[config.mk]
export PLATFORM = sky130hd
export DESIGN_NAME = spi_master_ctrl
export DESIGN_NICKNAME = d
export VERILOG_FILES = /design/src/rtl/spi_master_ctrl.sv
export SDC_FILE = /design/constraint.sdc
export NUM_CORES = 1
export LEC_CHECK = 0
export BUFFER_PORTS_ARGS = -buffer_cell sky130_fd_sc_hd__buf_4
export CAP_MARGIN = 10
export CORE_UTILIZATION = 35
export DETAILED_ROUTE_END_ITERATION = 10
export SKIP_LAST_GASP = 1
export SLEW_MARGIN = 20
export SYNTH_ARGS = -nofsm -noshare
export SYNTH_HDL_FRONTEND = slang
export SYNTH_SLANG_ARGS = --single-unit
export TNS_END_PERCENT = 20
[constraint.sdc]
create_clock -name clk -period 2.6 [get_ports clk]
set_input_delay 0.13 -clock clk [delete_from_list [all_inputs] [get_ports clk]]
set_output_delay 0.13 -clock clk [all_outputs]
set_load 0.03 [all_outputs]
[src/rtl/spi_master_ctrl.sv]
// SPI mode-0 initiator: one 16-bit frame {addr[6:0], rw, data[7:0]} per start, MSB first.
// Optional SPI_MASTER_LOOPBACK_EN adds a loopback input that feeds mosi back into the read capture.
module spi_master_ctrl #(
  parameter int unsigned CLK_DIV = 4,
  parameter int unsigned CS_GAP  = 2
) (
  input  logic       clk,
  input  logic       rst_n,
  input  logic       start,
  input  logic       rw,
  input  logic [6:0] addr,
  input  logic [7:0] wdata,
  output logic [7:0] rdata,
  output logic       busy,
  output logic       done,
  output logic       cs_n,
  output logic       sclk,
  output logic       mosi,
  input  logic       miso
`ifdef SPI_MASTER_LOOPBACK_EN
  ,
  input  logic       loopback
`endif
);

  localparam logic [7:0] DIV_LAST = 8'(CLK_DIV - 1);
  localparam logic [7:0] GAP_LAST = 8'(CS_GAP);

  typedef enum logic [2:0] {IDLE, SETUP, SHIFT, HOLD, GAP} state_t;

  state_t      state_q, state_d;
  logic [7:0]  div_q, div_d;
  logic [4:0]  bit_q, bit_d;
  logic [7:0]  gap_q, gap_d;
  logic [14:0] tx_q, tx_d;
  logic [7:0]  rx_q, rx_d;
  logic        rw_q, rw_d;
  logic        cs_n_q, cs_n_d;
  logic        sclk_q, sclk_d;
  logic        mosi_q, mosi_d;
  logic        busy_q, busy_d;
  logic        done_q, done_d;
  logic [7:0]  rdata_q, rdata_d;
  logic        div_last;
  logic        cap_bit;

  always_comb begin
`ifdef SPI_MASTER_LOOPBACK_EN
    cap_bit = loopback ? mosi_q : miso;
`else
    cap_bit = miso;
`endif
  end

  always_comb begin
    state_d  = state_q;
    div_d    = div_q;
    bit_d    = bit_q;
    gap_d    = gap_q;
    tx_d     = tx_q;
    rx_d     = rx_q;
    rw_d     = rw_q;
    cs_n_d   = cs_n_q;
    sclk_d   = sclk_q;
    mosi_d   = mosi_q;
    busy_d   = busy_q;
    done_d   = 1'b0;
    rdata_d  = rdata_q;
    div_last = (div_q == DIV_LAST);

    case (state_q)
      IDLE: begin
        if (start) begin
          state_d = SETUP;
          div_d   = '0;
          bit_d   = '0;
          // Read frames carry zeros in the data slot so mosi stays low there.
          tx_d    = {addr[5:0], rw, rw ? 8'h00 : wdata};
          rx_d    = '0;
          rw_d    = rw;
          cs_n_d  = 1'b0;
          mosi_d  = addr[6];
          busy_d  = 1'b1;
        end
      end
      SETUP: begin
        if (div_last) begin
          div_d   = '0;
          sclk_d  = 1'b1;
          state_d = SHIFT;
        end else begin
          div_d = div_q + 8'd1;
        end
      end
      SHIFT: begin
        if (div_last) begin
          div_d  = '0;
          sclk_d = ~sclk_q;
          if (sclk_q) begin
            bit_d  = bit_q + 5'd1;
            mosi_d = tx_q[14];
            tx_d   = {tx_q[13:0], 1'b0};
            if (bit_q == 5'd15) state_d = HOLD;
          end else if (rw_q && bit_q[3]) begin
            rx_d = {rx_q[6:0], cap_bit};
          end
        end else begin
          div_d = div_q + 8'd1;
        end
      end
      HOLD: begin
        if (div_last) begin
          div_d   = '0;
          gap_d   = '0;
          cs_n_d  = 1'b1;
          mosi_d  = 1'b0;
          done_d  = 1'b1;
          state_d = GAP;
          if (rw_q) rdata_d = rx_q;
        end else begin
          div_d = div_q + 8'd1;
        end
      end
      GAP: begin
        if (gap_q == GAP_LAST) begin
          busy_d  = 1'b0;
          state_d = IDLE;
        end else begin
          gap_d = gap_q + 8'd1;
        end
      end
      default: state_d = IDLE;
    endcase
  end

  always_ff @(posedge clk or negedge rst_n) begin
    if (!rst_n) begin
      state_q <= IDLE;
      div_q   <= '0;
      bit_q   <= '0;
      gap_q   <= '0;
      tx_q    <= '0;
      rx_q    <= '0;
      rw_q    <= 1'b0;
      cs_n_q  <= 1'b1;
      sclk_q  <= 1'b0;
      mosi_q  <= 1'b0;
      busy_q  <= 1'b0;
      done_q  <= 1'b0;
      rdata_q <= '0;
    end else begin
      state_q <= state_d;
      div_q   <= div_d;
      bit_q   <= bit_d;
      gap_q   <= gap_d;
      tx_q    <= tx_d;
      rx_q    <= rx_d;
      rw_q    <= rw_d;
      cs_n_q  <= cs_n_d;
      sclk_q  <= sclk_d;
      mosi_q  <= mosi_d;
      busy_q  <= busy_d;
      done_q  <= done_d;
      rdata_q <= rdata_d;
    end
  end

  assign rdata = rdata_q;
  assign busy  = busy_q;
  assign done  = done_q;
  assign cs_n  = cs_n_q;
  assign sclk  = sclk_q;
  assign mosi  = mosi_q;

endmodule

==> results of run 1 <==
-- power groups by stage --
| stage | Sequential [mW] | Clock (mW) | Combinational (mW) |
|---|---|---|---|
| after floorplan | 0.967 | 0 | 0.0147 |
| after CTS | 0.949 | 0.980 | 0.0611 |
| after detailed placement | 0.967 | 0 | 0.0600 |
| after global routing | 0.948 | 1.02 | 0.0677 |
| after global placement | 0.967 | 0 | 0.0593 |
| final | 0.949 | 0.949 | 0.0584 |
-- worst min-delay path by stage --
stage | start | endpoint | slack, ns
after floorplan | rst_n | bit_q[0] | -0.17
after global placement | rst_n | tx_q[4] | 0.27
after detailed placement | rst_n | tx_q[4] | 0.27
after CTS | miso | rx_q[0] | 0.02
after global routing | miso | rx_q[0] | 0.02
final | miso | rx_q[0] | 0.04
-- cell usage after synthesis (all sizes together) (2+ instances only) --
master,number
a21o,2
a21oi,4
a31oi,2
and3,6
buf,5
clkbuf,6
dfrtp,60
ha,5
inv,16
mux2,33
mux2i,14
nand2,29
nand2b,8
nand3,11
nand4,5
nor2,16
nor2b,3
nor3,5
nor3b,5
nor4,2
o21ai,10
o2bb2ai,2
xnor2,7
xor2,4
-- layout by cell type (no fill, tap or decap), drive strengths merged, types with 7 or more instances in the layout --
master,n
buf,35
clkbuf,12
dfrtp,60
inv,16
mux2,33
mux2i,14
nand2,29
nand2b,8
nand3,11
nor2,16
o21ai,10
xnor2,7
-- metal layers --
metal,part of all wire [%],up-vias,wire length [µm]
li1,-,1036,-
met2,47,39,2660
met1,48,1045,2716
met5,0,-,0
met4,1.3,0,71
met3,3.3,8,188
-- area by class of cell --
cell class	instances	area, µm²	area share (%)
clock buffers	12	155.1	4.258
clock inverters	4	70.07	1.923
inverters	16	60.06	1.648
multi-input cells	191	1426	39.15
flip-flops and latches	61	1528	41.93
well taps	105	131.4	3.606
repair buffers	36	272.8	7.486
-- cell families (layout without fill, tap and decap cells) --
family / Yosys count / count (layout)
simple gates: 100 / 100
flops: 61 / 61
mux: 47 / 47
compound gates: 28 / 28
buf+inv: 27 / 68
xor+xnor: 11 / 11
fa+ha+maj: 5 / 5
-- critical path: stages (launching register included) --
cell	delay (ns)
dfrtp_1	0.39
ha_1	0.21
nor3b_2	0.42
nand2_4	0.11
a21o_1	0.47
a221o_1	0.44
-- sequential cells by signal, summed over array words and instances, names as in the netlist --
register  count
tx_q         15
div_q         8
gap_q         8
rdata         8
rx_q          8
bit_q         5
state_q       3
busy          1
cs_n          1
done          1
mosi          1
rw_q          1
sclk          1
-- metrics by stage --
stage	cells	cell area (µm²)	power, mW	worst slack [ns]	hold WS, ns
after CTS	425	3643	1.990	0.4154	0.02325
after detailed placement	408	3408	1.027	0.4249	0.2679
after floorplan	279	3082	0.9817	0.6934	-0.1656
final	425	3643	1.957	0.4425	0.03574
after global routing	425	3643	2.038	0.2007	0.01802
after global placement	408	3408	1.026	0.4757	0.2687
==> impl_metrics.tcl, run 1 <==
set metrics [dict create \
    worstSetupEndpoint "bit_q[2]" \
    first_pass_iters 4 \
    synth_flop_cell "dfrtp_1" \
    drive_gt1_share_pct 29.69 \
    fin_crit_sh_pct 82.98 \
    grt_pass1_vias 2110 \
    synthMuxAreaShare_pct 16.61 \
    ctsResizeCount 0 \
    gr-usage-all-layers_pct 13.91 \
    path_clk_slew_ns 0.07 \
    endpoint_kind "flip-flop" \
    die_area_um2 9184 \
    wl_per_cell_um 13.26 \
    tritoncts "built" \
    syn_area_per_cell_um2 11.05 \
    status "finished, final reports clean" \
    synth-seq-cells 61 \
    crit_arrival_ns 2.38 \
    synth_top_family_by_area "simple AND/OR/NAND/NOR gates" \
    clock_latency_ns 0.34 \
    ios 33 \
    async_flop_share_pct 100.0 \
    syn_nets 304 \
    num_vias 2128 \
    nets 340 \
    drt-total-wl_um 5635 \
    worstReg2RegStart "div_q[0]" \
    cts_made_buffers 9 \
    synth_compound_area_share_pct 5.928 \
    ys_warn_count 0 \
    path_max_fanout 19 \
    antennaDiodeCount 0 \
    synth_area_um2 3082 \
    synth-simple-area-share_pct 18.60 \
    p_comb_share_pct 3.0 \
    cts_root_buf "clkbuf_8" \
    grt.overflow.total 0 \
    fin_tns_setup_ns 0 \
    finalClockSkew_ns 0.008331 \
    cts.hold.buffers_added 1 \
    worst-setup-path-type "reg -> reg" \
    die_w_um 95.84 \
    p_int_mw 1.567 \
    die_h_um 95.84 \
    setup_viol 0 \
    vdd_drop_max_uv 239.5 \
    synth_area_leader_cell "dfrtp_1" \
    avgViaCountPerCell 5.007 \
    area_growth_pct 18.23 \
    max_freq_mhz 463.5 \
    antenna_found_initial 0 \
    port_buffers 32 \
    coreArea_um2 8382 \
    synth_area_leaders "dfrtp_1 (49%), mux2_2 (12%), mux2i_1 (4.5%)" \
    htreeDepth 3 \
    hold_path_depth 3 \
    drv_cap 0 \
    yosys.cell_types.count 52 \
    worstRegToRegCells 5 \
    drc_errors 0 \
    finalHoldViolCount 0 \
    use_met2_pct 22.02 \
    required_ns 2.82 \
    gp_congestion 0.8046 \
    synth_fa_ha_area_share_pct 2.030 \
    grt_max_degree 62 \
    power_frac_seq_pct 48.5 \
    clk_path_buf_depth 2 \
    synth_edf_count 0 \
    hpwl_um 3792 \
    synthCells 279 \
    fin_crit_ns 2.157 \
    antenna_left 0 \
    hold_class "in -> reg" \
    grt_pass1_wl_um 9715 \
    final_util_pct 43.47 \
    ys_seq_area_share_pct 49.57 \
    clkSinkCount 61 \
    drt_iter0_markers 120 \
    rrSetupSlack_ns 0.44 \
    use_met3_pct 4.502 \
    rsz0062_at_grt "false" \
    drv_slew 0 \
    tightest_slew_ns 0.7764 \
    p_per_area_nw_per_um2 537.0 \
    fillerInstances 787 \
    yosys.area_share.xor_xnor_pct 3.126 \
    switching_share_pct 19.91 \
    max-slew-margin-rel_pct 48.24 \
    p_leak_nw 1.728 \
    met1_usage_pct 17.81 \
    synth.top_cell.area_share_pct 48.72 \
    clkPwrFrac_pct 48.5 \
    start_util_pct 36.77 \
    rr_endpoint "bit_q[2]" \
    post_cts_buffers 0 \
    std_cell_rows 33 \
    startpoint "div_q[0]" \
    globalRoute.busiestLayer "met2" \
    power.switching_mw 0.3896 \
    cp-start-kind "flip-flop" \
]
Note: power is estimated with default switching activity, not from simulation.
==> run 2, diff against run 1 <==
- ABC_AREA: default -> 1
- clock period: 2.6 -> 2.2 ns (I/O delays scaled with it)
==> run 2 against run 1 <==
Count of clock-buffer cells in the layout decreased by 2. Final cell count increased by 27%. Synthesized area increased by 1.3%. Non-clock buffer count unchanged. Synthesized cell count increased by 39%. Die area increased by 1.2%. Critical path type unchanged. Critical endpoint is now tx_q[0].
==> impl_metrics.tcl, run 2 <==
set metrics [dict create \
    status "finished, final reports clean" \
    hpwl_um 4428 \
    vdd_drop_max_uv 657.5 \
    required_ns 2.48 \
    grt.overflow.total 0 \
    fillerInstances 928 \
    nets 452 \
    coreArea_um2 8678 \
    finalClockSkew_ns 0.01236 \
    worst_slack_ns 0.2703 \
    synth_area_leaders "dfrtp_1 (48%), nand2_1 (13%), inv_1 (6.0%)" \
    cts_root_buf "clkbuf_8" \
    cts.hold.buffers_added 1 \
    fin_crit_sh_pct 87.72 \
    post_cts_buffers 0 \
    cts_made_buffers 9 \
    path_clk_slew_ns 0.07 \
    first_pass_iters 5 \
    rsz0062_at_grt "false" \
    post_dp_cell_area_um2 3462 \
    multi_input_area_um2 1331 \
    rrSetupSlack_ns 0.27 \
    startpoint "div_q[0]" \
    antenna_found_initial 0 \
    grt_pass1_vias 2520 \
    drive_gt1_share_pct 18.98 \
    synth_area_um2 3120 \
    syn_nets 412 \
    grt_pass1_wl_um 11180 \
    wl_met2_um 3053 \
    highest_layer "met4" \
    synth_flop_cell "dfrtp_1" \
    wl_met3_um 236 \
    worstHoldStart "wdata[0]" \
    synth_area_leader_cell "dfrtp_1" \
    post-place-ws_ns 0.2915 \
    gr-usage-all-layers_pct 15.53 \
    drv_slew 0 \
    clkPwrFrac_pct 25.8 \
    clock_latency_ns 0.34 \
    drc_errors 0 \
    power.switching_mw 1.891 \
    yosys-top-cells-count "nand2_1 (111), dfrtp_1 (60), inv_1 (50)" \
    drt_iter0_markers 94 \
    ctsResizeCount 0 \
    std_cell_rows 34 \
    gp_congestion 0.8030 \
    die_h_um 96.42 \
    ys_seq_area_share_pct 48.96 \
    drv_cap 0 \
    crit_arrival_ns 2.21 \
    synth.most_common_cell "nand2_1" \
    avgViaCountPerCell 4.761 \
    finalHoldViolCount 0 \
    max-slew-margin-rel_pct 48.91 \
    regMostFlops "tx_q" \
    port_buffers 32 \
    die_w_um 96.42 \
    clkSinkCount 61 \
    synth.top_cell.area_share_pct 48.12 \
    cp-start-kind "flip-flop" \
    p_leak_nw 1.813 \
    fin_tns_setup_ns 0 \
    grt_max_degree 62 \
    final_util_pct 42.76 \
    ff_latch_area_um2 1528 \
    synth-seq-cells 61 \
    area_growth_pct 18.93 \
    antenna_left 0 \
    hold_class "in -> reg" \
    ios 33 \
    final_cell_mix "nand2_1 (111), dfrtp_1 (60), inv_1 (50), buf_4 (35), nor2_1 (31)" \
    power_frac_seq_pct 34.0 \
    start_util_pct 35.96 \
    antennaDiodeCount 0 \
    p_int_mw 2.757 \
    synth_edf_count 0 \
    synthCells 387 \
    ys_warn_count 0 \
    switching_share_pct 40.69 \
    largest_reg_flops 15 \
    mostFrequentLayoutCell "nand2_1" \
    syn_area_per_cell_um2 8.063 \
    wl_per_cell_um 11.73 \
    worstReg2RegStart "div_q[0]" \
    p_comb_share_pct 40.2 \
    worst-setup-path-type "reg -> reg" \
    path_max_fanout 19 \
    die_area_um2 9297 \
    drt-total-wl_um 6332 \
    setup_viol 0 \
    p_per_area_nw_per_um2 1253 \
    async_flop_share_pct 100.0 \
    endpoint_kind "flip-flop" \
    clk_path_buf_depth 2 \
    num_vias 2571 \
    fin_crit_ns 1.930 \
    tritoncts "built" \
    post-route-cell-area_um2 3711 \
    yosys.cell_types.count 30 \
    tightest_slew_ns 0.7663 \
    max_freq_mhz 518.2 \
    htreeDepth 3 \
    wl_met1_um 2975 \
]
-- run 2: cell types whose count changed after synthesis, moves of 14 or more --
cell	change
inv_1	+34
mux2_2	-33
mux2i_1	-14
nand2_1	+83
nand3_1	+17
nor2_1	+15
o21ai_0	+19
o21ai_2	+17
-- run 2: power by group through the flow --
stage                     Clock [mW]  Sequential (mW)  Combinational [mW]
final                           1.20             1.58                1.87
after CTS                       1.23             1.58                1.89
after global placement             0             1.59                1.85
after global routing            1.28             1.62                2.14
after floorplan                    0             1.65                1.42
after detailed placement           0             1.60                1.89
-- run 2: critical path, cell delays in order, from the launching register on --
cell,delay [ns]
dfrtp_1,0.39
ha_1,0.23
nand2_1,0.07
nor2_1,0.12
nand2_1,0.13
nand2_2,0.12
nand2_4,0.08
nor2_8,0.24
buf_4,0.31
nand3_1,0.12
nand2_1,0.08
-- run 2: kinds of logic after synthesis --
| family | Yosys count | synth area share [%] |
|---|---|---|
| AND/OR/NAND/NOR | 187 | 25.78 |
| AO/OA/AOI/OAI | 68 | 13.47 |
| buffers and inverters | 61 | 8.380 |
| flip-flops | 61 | 48.96 |
| XOR/XNOR | 5 | 1.403 |
| adder cells (fa/ha/maj) | 5 | 2.005 |
-- run 2: final timing paths --
path,endpoint,depth (start not counted)
hold / removal,tx_q[0],3
hold reg to reg,state_q[1],2
min in group asynchronous,gap_q[3],2
max in group asynchronous,div_q[0],2
setup / recovery,tx_q[0],10
setup reg to reg,tx_q[0],10
-- run 2: area by class of cell --
type	count	area share, %
Timing Repair Buffer	36	7.350
Multi-Input combinational cell	265	35.87
Clock inverter	6	3.001
Sequential cell	61	41.17
Clock buffer	10	3.439
Inverter	54	5.529
Tap cell	108	3.641
-- run 2: per-stage QoR --
stage | instances | hold slack (ns) | power, mW
2_1_floorplan | 387 | -0.1856 | 3.065
3_3_place_gp | 523 | 0.2489 | 3.438
3_5_place_dp | 523 | 0.2483 | 3.486
4_1_cts | 540 | 0.001619 | 4.707
5_1_grt | 540 | 0.02410 | 5.029
6_report | 540 | 0.02534 | 4.648
-- run 2: routing by layer --
metal  up-vias  global-route usage, %
met1      1211                  19.40
met2        44                  26.65
met3         7                  3.834
met5         -                      0
li1       1309                      -
met4         0                  4.412
==> run 3, diff against run 2 <==
- ABC_AREA: 1 -> default
==> run 3 against run 2 <==
Wire length decreased by 11%. Global-route usage fell by 1.7 points. Critical path type unchanged. Combinational power down 96%. Flip-flop and latch count unchanged. Critical endpoint unchanged. Register-to-register slack got worse by 0.10 ns. Largest power group is now registers.
==> impl_metrics.tcl, run 3 (synthesis gave the netlist of run 1 again) <==
set metrics [dict create \
    status "finished, final reports clean" \
    cp-start-kind "flip-flop" \
    max-slew-margin-rel_pct 48.20 \
    switching_share_pct 21.31 \
    max_freq_mhz 491.7 \
    ios 33 \
    grt.overflow.total 0 \
    power.switching_mw 0.4711 \
    drive_gt1_share_pct 31.50 \
    grt_pass1_wl_um 9660 \
    drv_slew 0 \
    met1_usage_pct 16.86 \
    start_util_pct 36.77 \
    final_util_pct 44.07 \
    final_cell_mix "dfrtp_1 (60), buf_4 (41), mux2_2 (33), nand2_1 (28)" \
    port_buffers 32 \
    cts_made_buffers 9 \
    antenna_found_initial 0 \
    first_pass_iters 4 \
    antennaDiodeCount 0 \
    die_area_um2 9184 \
    post-route-cell-area_um2 3694 \
    power_frac_seq_pct 50.7 \
    drt-total-wl_um 5615 \
    fin_cells 432 \
    avgViaCountPerCell 4.940 \
    mostFrequentLayoutCell "dfrtp_1" \
    drc_errors 0 \
    use_met3_pct 4.028 \
    globalRoute.busiestLayer "met2" \
    setup_viol 0 \
    path_clk_slew_ns 0.07 \
    htreeDepth 3 \
    ctsResizeCount 0 \
    finalClockSkew_ns 0.01232 \
    endpoint_kind "flip-flop" \
    fin_crit_ns 2.034 \
    p_per_area_nw_per_um2 598.5 \
    power_mw 2.210 \
    std_cell_rows 33 \
    p_comb_share_pct 3.1 \
    antenna_left 0 \
    crit_arrival_ns 2.25 \
    timing.hold.ws_ns 0.03297 \
    drv_cap 0 \
    wl_per_cell_um 13.00 \
    tritoncts "built" \
    clk_path_buf_depth 2 \
    cts_root_buf "clkbuf_8" \
    post_cts_buffers 0 \
    hpwl_um 3925 \
    worst-setup-path-type "reg -> reg" \
    hold_class "in -> reg" \
    tightest_slew_ns 0.7770 \
    gp_congestion 0.7785 \
    dp_cells 415 \
    path_max_fanout 12 \
    area_growth_pct 19.85 \
    gr-usage-all-layers_pct 13.82 \
    fin_crit_sh_pct 92.45 \
    drt_iter0_markers 69 \
    grt_max_degree 62 \
    vdd_drop_max_uv 265.5 \
    post_dp_cell_area_um2 3473 \
    worst_slack_ns 0.1661 \
    grt_pass1_vias 2139 \
    regMostFlops "tx_q" \
    post-place-ws_ns 0.1539 \
    clock_latency_ns 0.34 \
    coreArea_um2 8382 \
    largest_reg_flops 15 \
    nets 347 \
    clkPwrFrac_pct 46.2 \
    clkSinkCount 61 \
    die_w_um 95.84 \
    die_h_um 95.84 \
    use_met2_pct 22.68 \
    num_vias 2134 \
    p_leak_nw 1.753 \
    rsz0062_at_grt "false" \
    required_ns 2.42 \
    p_int_mw 1.739 \
    fin_tns_setup_ns 0 \
    finalHoldViolCount 0 \
]
==> run 3: changes by cell type in the layout (fill, tap and decap cells not counted), moves of 6 or more <==
cell / change
o21ai_1: -7
nand2_1: -83
nor2_1: -15
o21ai_2: -17
inv_1: -34
o21ai_0: -19
mux2_2: +33
nand3_1: -17
xnor2_1: +7
buf_4: +6
nand2b_1: +8
mux2i_1: +14
==> run 3: power by group through the flow <==
stage / logic, mW / clock network, mW / registers (mW)
6_report: 0.0688 / 1.02 / 1.12
3_5_place_dp: 0.0704 / 0 / 1.14
2_1_floorplan: 0.0174 / 0 / 1.14
3_3_place_gp: 0.0701 / 0 / 1.14
4_1_cts: 0.0719 / 1.06 / 1.12
5_1_grt: 0.0798 / 1.11 / 1.12
==> run 3: worst max-delay path: stages (launching register included) <==
cell	delay [ns]
dfrtp_1	0.40
ha_1	0.24
nor3b_2	0.16
buf_4	0.16
nand2_4	0.08
a21o_1	0.35
buf_12	0.19
mux2_2	0.33
==> run 3: path summary, 6_finish.rpt <==
kind | slack, ns | end | cells past startpoint | start
min reg2reg | 0.51 | rdata[2] | 1 | rdata[2]
min in group asynchronous | 0.37 | tx_q[4] | 2 | rst_n
min | 0.03 | rx_q[0] | 3 | miso
max in group asynchronous | 1.28 | div_q[1] | 2 | rst_n
max reg2reg | 0.17 | tx_q[0] | 7 | div_q[0]
max | 0.17 | tx_q[0] | 7 | div_q[0]
==> run 3: area by class of cell <==
class / instances / area [µm²]
repair buffers: 43 / 337.8
clock inverters: 5 / 58.81
multi-input cells: 191 / 1426
well taps: 105 / 131.4
inverters: 16 / 60.06
clock buffers: 11 / 151.4
fillers: 802 / 4688
flip-flops and latches: 61 / 1528
==> run 3: metal layers <==
metal,up-vias,share of wire (%)
met5,-,0
li1,1056,-
met3,4,4.0
met4,0,0.75
met1,1039,47
met2,35,49
==> run 3: what timing repair did <==
item / 4_1_cts / 5_1_grt
endpoints found under the hold margin: 60 / 0
endpoints found under the setup margin: 0 / 0
hold buffers: 1 / 0
